**config.mk**
```make
export PLATFORM = sky130hd
export DESIGN_NAME = alu_seq
export DESIGN_NICKNAME = d
export VERILOG_FILES = /design/src/rtl/alu_seq_pkg.sv /design/src/rtl/alu_seq_iter.sv /design/src/rtl/alu_seq.sv
export SDC_FILE = /design/constraint.sdc
export NUM_CORES = 1
export LEC_CHECK = 0
export ABC_AREA = 1
export BUFFER_PORTS_ARGS = -buffer_cell sky130_fd_sc_hd__buf_2
export CORE_UTILIZATION = 25
export DETAILED_ROUTE_END_ITERATION = 8
export PLACE_DENSITY_LB_ADDON = 0.08
export SYNTH_ARGS = -nofsm -noshare
export SYNTH_HDL_FRONTEND = slang
export SYNTH_SLANG_ARGS = --single-unit
export TNS_END_PERCENT = 50
```
**constraint.sdc**
```tcl
create_clock -name clk_i -period 4.38 [get_ports clk_i]
set_input_delay 0.219 -clock clk_i [delete_from_list [all_inputs] [get_ports clk_i]]
set_output_delay 0.219 -clock clk_i [all_outputs]
set_load 0.05 [all_outputs]
```
**src/rtl/alu_seq_pkg.sv**
```systemverilog
// alu_seq_pkg: op codes, FSM states and flag bit positions shared by alu_seq and its iterative datapath.
package alu_seq_pkg;
    localparam logic [3:0] OP_AND  = 4'b0000;
    localparam logic [3:0] OP_OR   = 4'b0001;
    localparam logic [3:0] OP_ADD  = 4'b0010;
    localparam logic [3:0] OP_SLL  = 4'b0011;
    localparam logic [3:0] OP_SRL  = 4'b0100;
    localparam logic [3:0] OP_SRA  = 4'b0101;
    localparam logic [3:0] OP_SUB  = 4'b0110;
    localparam logic [3:0] OP_SLT  = 4'b0111;
    localparam logic [3:0] OP_MUL  = 4'b1000;
    localparam logic [3:0] OP_DIVU = 4'b1010;
    localparam logic [3:0] OP_REMU = 4'b1011;
    localparam logic [3:0] OP_NOR  = 4'b1100;
    localparam logic [3:0] OP_NAND = 4'b1101;

    typedef enum logic [1:0] {S_IDLE, S_BUSY, S_DONE} state_t;

    localparam int F_N = 3;
    localparam int F_Z = 2;
    localparam int F_C = 1;
    localparam int F_V = 0;
endpackage

```
**src/rtl/alu_seq_iter.sv**
```systemverilog
// alu_seq_iter: iterative shift-add multiplier and (with ALU_SEQ_DIV_EN) restoring divider.
// done is asserted during the last iteration; result/dbz then carry that iteration's outcome.
module alu_seq_iter #(
    parameter int WIDTH = 32
) (
    input  logic             clk,
    input  logic             rst_n,
    input  logic             start,
`ifdef ALU_SEQ_DIV_EN
    input  logic             div,
    input  logic             rem_sel,
`endif
    input  logic [WIDTH-1:0] a,
    input  logic [WIDTH-1:0] b,
    output logic             done,
    output logic [WIDTH-1:0] result,
    output logic             dbz
);
    localparam int CW = $clog2(WIDTH);

    logic [WIDTH-1:0] a_r, b_r, acc, a_nx, b_nx, acc_nx;
    logic [CW-1:0]    cnt;
    logic             run;

    assign done = run && cnt == CW'(WIDTH - 1);

`ifdef ALU_SEQ_DIV_EN
    logic             div_r, rem_r;
    logic [WIDTH-1:0] rem, rem_nx;
    logic [WIDTH:0]   trial;
`endif

    always_comb begin
        acc_nx = acc + (b_r[0] ? a_r : '0);
        a_nx   = a_r << 1;
        b_nx   = b_r >> 1;
        result = acc_nx;
        dbz    = 1'b0;
`ifdef ALU_SEQ_DIV_EN
        // a_r shifts dividend bits out of the top and quotient bits in at the bottom
        trial  = {rem, a_r[WIDTH-1]} - {1'b0, b_r};
        rem_nx = trial[WIDTH] ? {rem[WIDTH-2:0], a_r[WIDTH-1]} : trial[WIDTH-1:0];
        if (div_r) begin
            a_nx   = {a_r[WIDTH-2:0], ~trial[WIDTH]};
            b_nx   = b_r;
            result = rem_r ? rem_nx : a_nx;
            dbz    = ~|b_r;
        end
`endif
    end

    always_ff @(posedge clk or negedge rst_n) begin
        if (!rst_n) begin
            run <= 1'b0;
            cnt <= '0;
            a_r <= '0;
            b_r <= '0;
            acc <= '0;
        end else if (start) begin
            run <= 1'b1;
            cnt <= '0;
            a_r <= a;
            b_r <= b;
            acc <= '0;
        end else if (run) begin
            run <= !done;
            cnt <= cnt + 1'b1;
            a_r <= a_nx;
            b_r <= b_nx;
            acc <= acc_nx;
        end
    end

`ifdef ALU_SEQ_DIV_EN
    always_ff @(posedge clk or negedge rst_n) begin
        if (!rst_n) begin
            div_r <= 1'b0;
            rem_r <= 1'b0;
            rem   <= '0;
        end else if (start) begin
            div_r <= div;
            rem_r <= rem_sel;
            rem   <= '0;
        end else if (run) begin
            rem   <= rem_nx;
        end
    end
`endif
endmodule

```
**src/rtl/alu_seq.sv**
```systemverilog
// alu_seq: handshaked ALU with registered result/NZCV, iterative MUL and optional DIVU/REMU.
// Define ALU_SEQ_DIV_EN to build the divider; otherwise 1010/1011 act as unknown op codes.
module alu_seq
    import alu_seq_pkg::*;
#(
    parameter int WIDTH = 32
) (
    input  logic             clk_i,
    input  logic             rst_i,
    input  logic             in_valid_i,
    output logic             in_ready_o,
    input  logic [WIDTH-1:0] srcA_i,
    input  logic [WIDTH-1:0] srcB_i,
    input  logic [3:0]       ALUctrl_i,
    output logic             out_valid_o,
    input  logic             out_ready_i,
    output logic [WIDTH-1:0] ALUresult_o,
    output logic [3:0]       NZCV_o
);
    localparam int SW = $clog2(WIDTH);
    localparam int M  = WIDTH - 1;

    state_t           state;
    logic             accept, iter_op, it_done, it_dbz, c, v;
    logic [WIDTH-1:0] sc_res, it_res;
    logic [WIDTH:0]   sum, diff;
    logic [SW-1:0]    shamt;
    logic [3:0]       sc_nzcv, it_nzcv;

    assign out_valid_o = state == S_DONE;
    assign in_ready_o  = state == S_IDLE || (state == S_DONE && out_ready_i);
    assign accept      = in_valid_i && in_ready_o;
    assign sum         = {1'b0, srcA_i} + {1'b0, srcB_i};
    assign diff        = {1'b0, srcA_i} - {1'b0, srcB_i};
    assign shamt       = srcB_i[SW-1:0];
`ifdef ALU_SEQ_DIV_EN
    assign iter_op = ALUctrl_i inside {OP_MUL, OP_DIVU, OP_REMU};
`else
    assign iter_op = ALUctrl_i == OP_MUL;
`endif

    alu_seq_iter #(.WIDTH(WIDTH)) u_iter (
        .clk     (clk_i),
        .rst_n   (rst_i),
        .start   (accept && iter_op),
`ifdef ALU_SEQ_DIV_EN
        .div     (ALUctrl_i != OP_MUL),
        .rem_sel (ALUctrl_i == OP_REMU),
`endif
        .a       (srcA_i),
        .b       (srcB_i),
        .done    (it_done),
        .result  (it_res),
        .dbz     (it_dbz)
    );

    always_comb begin
        sc_res = '0;
        c      = 1'b0;
        v      = 1'b0;
        case (ALUctrl_i)
            OP_AND:  sc_res = srcA_i & srcB_i;
            OP_OR:   sc_res = srcA_i | srcB_i;
            OP_NOR:  sc_res = ~(srcA_i | srcB_i);
            OP_NAND: sc_res = ~(srcA_i & srcB_i);
            OP_SLL:  sc_res = srcA_i << shamt;
            OP_SRL:  sc_res = srcA_i >> shamt;
            OP_SRA:  sc_res = $unsigned($signed(srcA_i) >>> shamt);
            OP_SLT:  sc_res = WIDTH'($signed(srcA_i) < $signed(srcB_i));
            OP_ADD: begin
                sc_res = sum[M:0];
                c      = sum[WIDTH];
                v      = srcA_i[M] == srcB_i[M] && sum[M] != srcA_i[M];
            end
            OP_SUB: begin
                sc_res = diff[M:0];
                c      = ~diff[WIDTH];
                v      = srcA_i[M] != srcB_i[M] && diff[M] != srcA_i[M];
            end
            default: ;
        endcase
        sc_nzcv[F_N] = sc_res[M];
        sc_nzcv[F_Z] = ~|sc_res;
        sc_nzcv[F_C] = c;
        sc_nzcv[F_V] = v;
        it_nzcv[F_N] = it_res[M];
        it_nzcv[F_Z] = ~|it_res;
        it_nzcv[F_C] = 1'b0;
        it_nzcv[F_V] = it_dbz;
    end

    // an accept in DONE overwrites the held result on the same edge that retires it
    always_ff @(posedge clk_i or negedge rst_i) begin
        if (!rst_i) begin
            state       <= S_IDLE;
            ALUresult_o <= '0;
            NZCV_o      <= '0;
        end else if (accept) begin
            state <= iter_op ? S_BUSY : S_DONE;
            if (!iter_op) begin
                ALUresult_o <= sc_res;
                NZCV_o      <= sc_nzcv;
            end
        end else if (state == S_BUSY && it_done) begin
            state       <= S_DONE;
            ALUresult_o <= it_res;
            NZCV_o      <= it_nzcv;
        end else if (state == S_DONE && out_ready_i) begin
            state <= S_IDLE;
        end
    end
endmodule

```
==> results.toml, run 1 <==
[pwr]
combPwrFrac_pct = 50.0
intPower_mw = 2.97
power.leakage_nw = 10.9
p_sw_mw = 3.09
clock_power_share_pct = 24.1
peakVddDrop_uv = 314
cellPowerDensity_nw_per_um2 = 291
netSwitchingFraction_pct = 51.0
seqPwrFrac_pct = 26.0

[worst_setup_path]
rr_worst_depth = 11
startpoint_type = "flip-flop"
rr_startpoint = "state[1]$_DFFE_PN0P_"
cp-end-kind = "flip-flop"
slowest_delay_ns = 0.80
reg2reg_slack_ns = 0.89
critPathTopFamily = "buffers and inverters"
cp.required_ns = 4.66
arrival_ns = 3.77
crit_buf_inv = 4
crit_type = "reg2reg"
critPathMaxFanout = 27
path_common_cell = "nor2_1"
worstPathCellList = "inv_2 > nor2_1 > nor2_1 > nand2_1 > nor2_1 > buf_4 > a21oi_1 > inv_1 > buf_4 > nand2_1 > o221ai_1"
cpMaxStageDelayCell = "a21oi_1"
r2r_end = "ALUresult_o[5]$_DFFE_PN0P_"

[min_path]
min_path_cells = 4
min_from = "out_ready_i"
hold_class = "in2reg"
worstHoldEndpoint = "state[1]$_DFFE_PN0P_"

[synthesis]
synthTopCellsByCount = "nand2_1 (1014), nand3_1 (527), inv_1 (409)"
syn-num-nets = 3424
synth-edff-count = 0
yosys_warnings = 0
synth_top_area_share_pct = 20.6
yosysMostFrequentCell = "nand2_1"
yosysUniqueCellTypes = 50
yosys.area.top_type = "nand2_1"
synth_area_leaders = "nand2_1 (21%), dfrtp_1 (19%), nand3_1 (14%)"
ys_seq_area_share_pct = 18.8
syn_inst = 3208
synth.avg_cell_area_um2 = 5.76
synth_area_um2 = 18500
ys_seq_elements = 139
synth_ff_type = "dfrtp_1"
async_flop_share_pct = 100

[status]
violations = "design-rule violations"
outcome = "finished, violations left"

[detailed_routing]
wl_per_cell_um = 26.0
drc_errors = 26
dr.pass1.iters = 9
via_per_inst = 5.37
antenna_left = 0
first_iter_violations = 2446
vias = 22900
totalWireLength_um = 111000

[grt]
antenna_found_initial = 5
grtUsageTotal_pct = 29.2
grt_max_degree = 74
use_met1_pct = 41.9
use_met2_pct = 45.1
grt-ovfl-total = 0
grt_pass1_wl_um = 157000
grt.busiest_layer = "met2"
first_global_vias = 21800
met3_usage_pct = 3.29

[placement]
gp_routability_congestion = 0.998
dp_hpwl_um = 90700
dpl_cell_area_um2 = 20200
port_buffers = 109

[layout]
fin_util_pct = 28.5
nets = 3502
syn_to_final_growth_pct = 12.5
regArea_um2 = 3480
drive_above_1_share_pct = 8.22
stdcell_area_um2 = 20800
multi_input_area_um2 = 12700
fill_cells = 8456

[timing]
clock_skew_ns = 0.0180
relSlewSlack_pct = 27.4
drv_slew = 0
timing.fmax_mhz = 287
tns_ns = 0
tightest_slew_ns = 1.09
rsz0062_at_grt = "no"
min_period_over_period_pct = 79.6
finalSetupViolCount = 0
period_minus_slack_ns = 3.49
hold_violations = 0

[clocking]
root_buffer = "clkbuf_16"
cts_hold_buf = 1
cts_made_buffers = 17
cts_max_level = 4
clock_latency_ns = 0.48
cts_buffer_depth = 2
cts_tree = "built"
cts_post_setup_buffers_inserted = 0
cts_sinks = 139
path_clk_slew_ns = 0.08
cts.repair.resized = 0

[floorplanning]
initial_utilization_pct = 25.3
rows = 99
core-area_um2 = 73100
die_h_um = 274
dieArea_um2 = 75000
top_level_ports = 110
die_w_um = 274

[run]
drv_cap = 0
-- worst register-to-register path: stages (launching register included) --
cell and delay, ns:
dfrtp_1 0.36, inv_2 0.06, nor2_1 0.12, nor2_1 0.07, nand2_1 0.19, nor2_1 0.07, buf_4 0.23, a21oi_1 0.81
inv_1 0.53, buf_4 0.40, nand2_1 0.21, o221ai_1 0.26
-- cells in the final DEF, fill, tap and decap left out, types with 14 or more instances in the layout --
master,instances
nand2_1,1014
nand3_1,527
inv_1,406
nor2_1,274
ha_1,141
dfrtp_1,139
o21ai_0,124
a21oi_1,113
buf_2,108
buf_4,85
o221ai_1,49
o211ai_1,49
nand4_1,39
nor3_1,34
o21bai_1,17
clkbuf_16,17
o22ai_1,14
-- state kept, by name, summed over array words and instances, names as in the netlist --
name         cells
state            2
u_iter.run       1
u_iter.acc      32
u_iter.cnt       5
NZCV_o           3
u_iter.b_r      32
u_iter.a_r      32
ALUresult_o     32
-- stage by stage --
| stage | total power, mW | instances | setup WS [ns] | hold WS [ns] |
|---|---|---|---|---|
| 3_3_place_gp | 4.58 | 4225 | 0.738 | 0.326 |
| 2_1_floorplan | 3.32 | 3208 | 1.63 | -0.0766 |
| 4_1_cts | 6.03 | 4257 | 0.839 | 0.0397 |
| 6_report | 6.06 | 4260 | 0.892 | 0.0566 |
| 5_1_grt | 6.38 | 4257 | 0.623 | 0.113 |
| 3_5_place_dp | 4.56 | 4225 | 0.783 | 0.332 |
-- power by group through the flow --
stage / Combinational (mW) / Sequential, mW / Clock, mW
2_1_floorplan: 1.75 / 1.57 / 0
3_3_place_gp: 2.99 / 1.59 / 0
3_5_place_dp: 2.97 / 1.59 / 0
4_1_cts: 2.98 / 1.57 / 1.48
5_1_grt: 3.26 / 1.59 / 1.53
6_report: 3.03 / 1.57 / 1.46
-- logic make-up (layout without fill, tap and decap cells) --
kind of cell	count (synthesis)	in the layout	synth area share, %
compound gates	406	406	13.5
xor+xnor	21	21	0.995
fa+ha+maj	144	144	9.87
buf+inv	559	649	12.3
flops	139	139	18.8
other cells	0	3	0
simple gates	1939	1939	44.5
-- layer usage --
metal / up-vias / part of all wire, % / routed length (um)
li1: 10600 / - / -
met3: 121 / 6.4 / 7060
met1: 11200 / 47 / 52000
met4: 6 / 3.2 / 3510
met5: - / 0.040 / 44
met2: 934 / 44 / 48200
-- worst max-delay path by stage --
stage / start / endpoint / cells after the start
floorplan: srcB_i[2] / NZCV_o[2]$_DFFE_PN0P_ / 23
global placement: srcA_i[9] / NZCV_o[2]$_DFFE_PN0P_ / 22
finish: state[1]$_DFFE_PN0P_ / ALUresult_o[5]$_DFFE_PN0P_ / 11
detailed placement: srcA_i[0] / NZCV_o[2]$_DFFE_PN0P_ / 19
global route: u_iter.b_r[0]$_DFFE_PN0P_ / NZCV_o[2]$_DFFE_PN0P_ / 19
CTS: u_iter.cnt[0]$_DFFE_PN0P_ / ALUresult_o[5]$_DFFE_PN0P_ / 9
-- cell type report --
type                    instances  area share [%]
repair buffers                197            5.96
diodes                          3          0.0361
well taps                     959            5.77
clock buffers                  17            2.05
flip-flops and latches        139            16.7
clock inverters                14           0.559
inverters                     421            7.61
multi-input cells            2510            61.3
No activity file was read; power rests on OpenSTA's default activity.
==> run 2, diff against run 1 <==
==> constraint.sdc (replaced) <==
create_clock -name clk_i -period 3.4 [get_ports clk_i]
set_input_delay 0.17 -clock clk_i [delete_from_list [all_inputs] [get_ports clk_i]]
set_output_delay 0.17 -clock clk_i [all_outputs]
set_load 0.05 [all_outputs]
==> results.toml, run 2 (same netlist as run 1, synthesis figures left out) <==
[status]
outcome = "finished, violations left"
violations = "design-rule violations"

[timing]
min_period_over_period_pct = 95.4
relSlewSlack_pct = 41.9
clock_skew_ns = 0.0185
tightest_slew_ns = 0.870
period_minus_slack_ns = 3.24
drv_slew = 0
timing.fmax_mhz = 308
hold_violations = 0
rsz0062_at_grt = "no"
finalSetupViolCount = 0
tns_ns = 0

[pwr]
seqPwrFrac_pct = 24.6
netSwitchingFraction_pct = 49.4
combPwrFrac_pct = 51.0
power.leakage_nw = 11.6
p_sw_mw = 4.08
clock_power_share_pct = 24.4
cellPowerDensity_nw_per_um2 = 375
intPower_mw = 4.17
peakVddDrop_uv = 387

[floorplanning]
rows = 99
top_level_ports = 110
dieArea_um2 = 75000
core-area_um2 = 73100
initial_utilization_pct = 25.3
die_h_um = 274
die_w_um = 274

[worst_setup_path]
arrival_ns = 3.66
crit_type = "in2reg"
cp-end-kind = "flip-flop"
rr_startpoint = "u_iter.b_r[0]$_DFFE_PN0P_"
reg2reg_slack_ns = 0.28
rr_worst_depth = 19
cp.required_ns = 3.82
r2r_end = "NZCV_o[2]$_DFFE_PN0P_"
critPathMaxFanout = 8
startpoint_type = "primary input"

[min_path]
worstHoldEndpoint = "u_iter.b_r[24]$_DFFE_PN0P_"
hold_class = "in2reg"
min_path_cells = 3
min_from = "srcB_i[24]"

[detailed_routing]
drc_errors = 12
dr.pass1.iters = 8
totalWireLength_um = 110000
antenna_left = 0
wl_per_cell_um = 25.0
via_per_inst = 5.25
vias = 23000
first_iter_violations = 2266

[layout]
instances_no_fill = 4386
fin_util_pct = 30.1
nets = 3630
antenna_cells = 0
final_common_cell = "nand2_1"
syn_to_final_growth_pct = 19.0
final_cell_mix = "nand2_1 (1014), nand3_1 (527), inv_1 (406)"
drive_above_1_share_pct = 11.6
stdcell_area_um2 = 22000

[grt]
grt_pass1_wl_um = 157000
first_global_vias = 22300
grt_max_degree = 81
grt-ovfl-total = 0
grtUsageTotal_pct = 29.1
antenna_found_initial = 1

[placement]
placedCellCount = 4351
gp_routability_congestion = 0.999
dpl_cell_area_um2 = 21400
dp_hpwl_um = 90700
port_buffers = 109

[clocking]
cts_sinks = 139
root_buffer = "clkbuf_16"
path_clk_slew_ns = 0.07
cts_buffer_depth = 2
cts_tree = "built"
cts_max_level = 4
clock_latency_ns = 0.49
cts_made_buffers = 17

[run]
drv_cap = 0
run 2: how the worst max path moves through the flow:
stage / start / to / slack, ns / cells after the start
2_1_floorplan: srcB_i[2] / NZCV_o[2]$_DFFE_PN0P_ / 0.70 / 23
3_3_place_gp: srcA_i[3] / NZCV_o[2]$_DFFE_PN0P_ / -0.23 / 20
3_5_place_dp: srcA_i[3] / NZCV_o[2]$_DFFE_PN0P_ / -0.28 / 20
4_1_cts: srcA_i[3] / NZCV_o[2]$_DFFE_PN0P_ / 0.21 / 20
5_1_grt: u_iter.b_r[0]$_DFFE_PN0P_ / NZCV_o[2]$_DFFE_PN0P_ / 0.001 / 19
6_report: srcA_i[8] / NZCV_o[2]$_DFFE_PN0P_ / 0.16 / 21
run 2: timing repair:
item / CTS / global route
resized for setup: 0 / 1
hold buffers: 3 / 0
setup buffers: 0 / 0
endpoints found under the setup margin: 0 / 1
hold endpoints to repair: 81 / 0
run 2: layout make-up:
type	count	area, um2
Clock inverter	14	148
Sequential cell	139	3480
Fill cell	8426	51100
Clock buffer	18	439
Tap cell	959	1200
Inverter	421	1580
Multi-Input combinational cell	2510	12700
Timing Repair Buffer	325	2390
run 2: worst max-delay path, stage by stage:
cell and delay [ns]:
buf_2 0.10, inv_1 0.12, ha_1 0.52, nand2_1 0.16, nor2_1 0.25, nand3_1 0.18
nand3_1 0.21, nand2_1 0.07, nand2_1 0.07, nor2_1 0.04, nor2_1 0.43, nand2_1 0.25
nor2_1 0.26, nand2_1 0.08, nor2_1 0.12, nand2_1 0.13, nor2_1 0.21, nand3_1 0.11
nand2_1 0.07, nand2_1 0.05, nand2_1 0.06
run 2: power groups by stage:
stage               logic (mW)  clock network, mW  registers [mW]
floorplan                 2.26                  0            2.02
global placement          4.16                  0            2.06
detailed placement        4.13                  0            2.06
CTS                       4.15               2.07            2.03
global route              4.55               2.12            2.06
finish                    4.20               2.02            2.03
run 2: metrics by stage:
step           setup slack [ns]  hold WS (ns)  power [mW]
3_3_place_gp             -0.235         0.282        6.22
5_1_grt                0.000951        0.0545        8.72
4_1_cts                   0.214        0.0187        8.25
6_report                  0.156        0.0512        8.25
3_5_place_dp             -0.281         0.293        6.19
2_1_floorplan             0.697        -0.126        4.27
run 2: routing by layer:
metal  up-vias  track usage (%)  part of all wire (%)
li1      10900                -                     -
met1     11200             41.1                    47
met2       859             44.6                    43
met3        93             5.24                   7.1
met4         0             8.68                   2.9
met5         -                0                     0
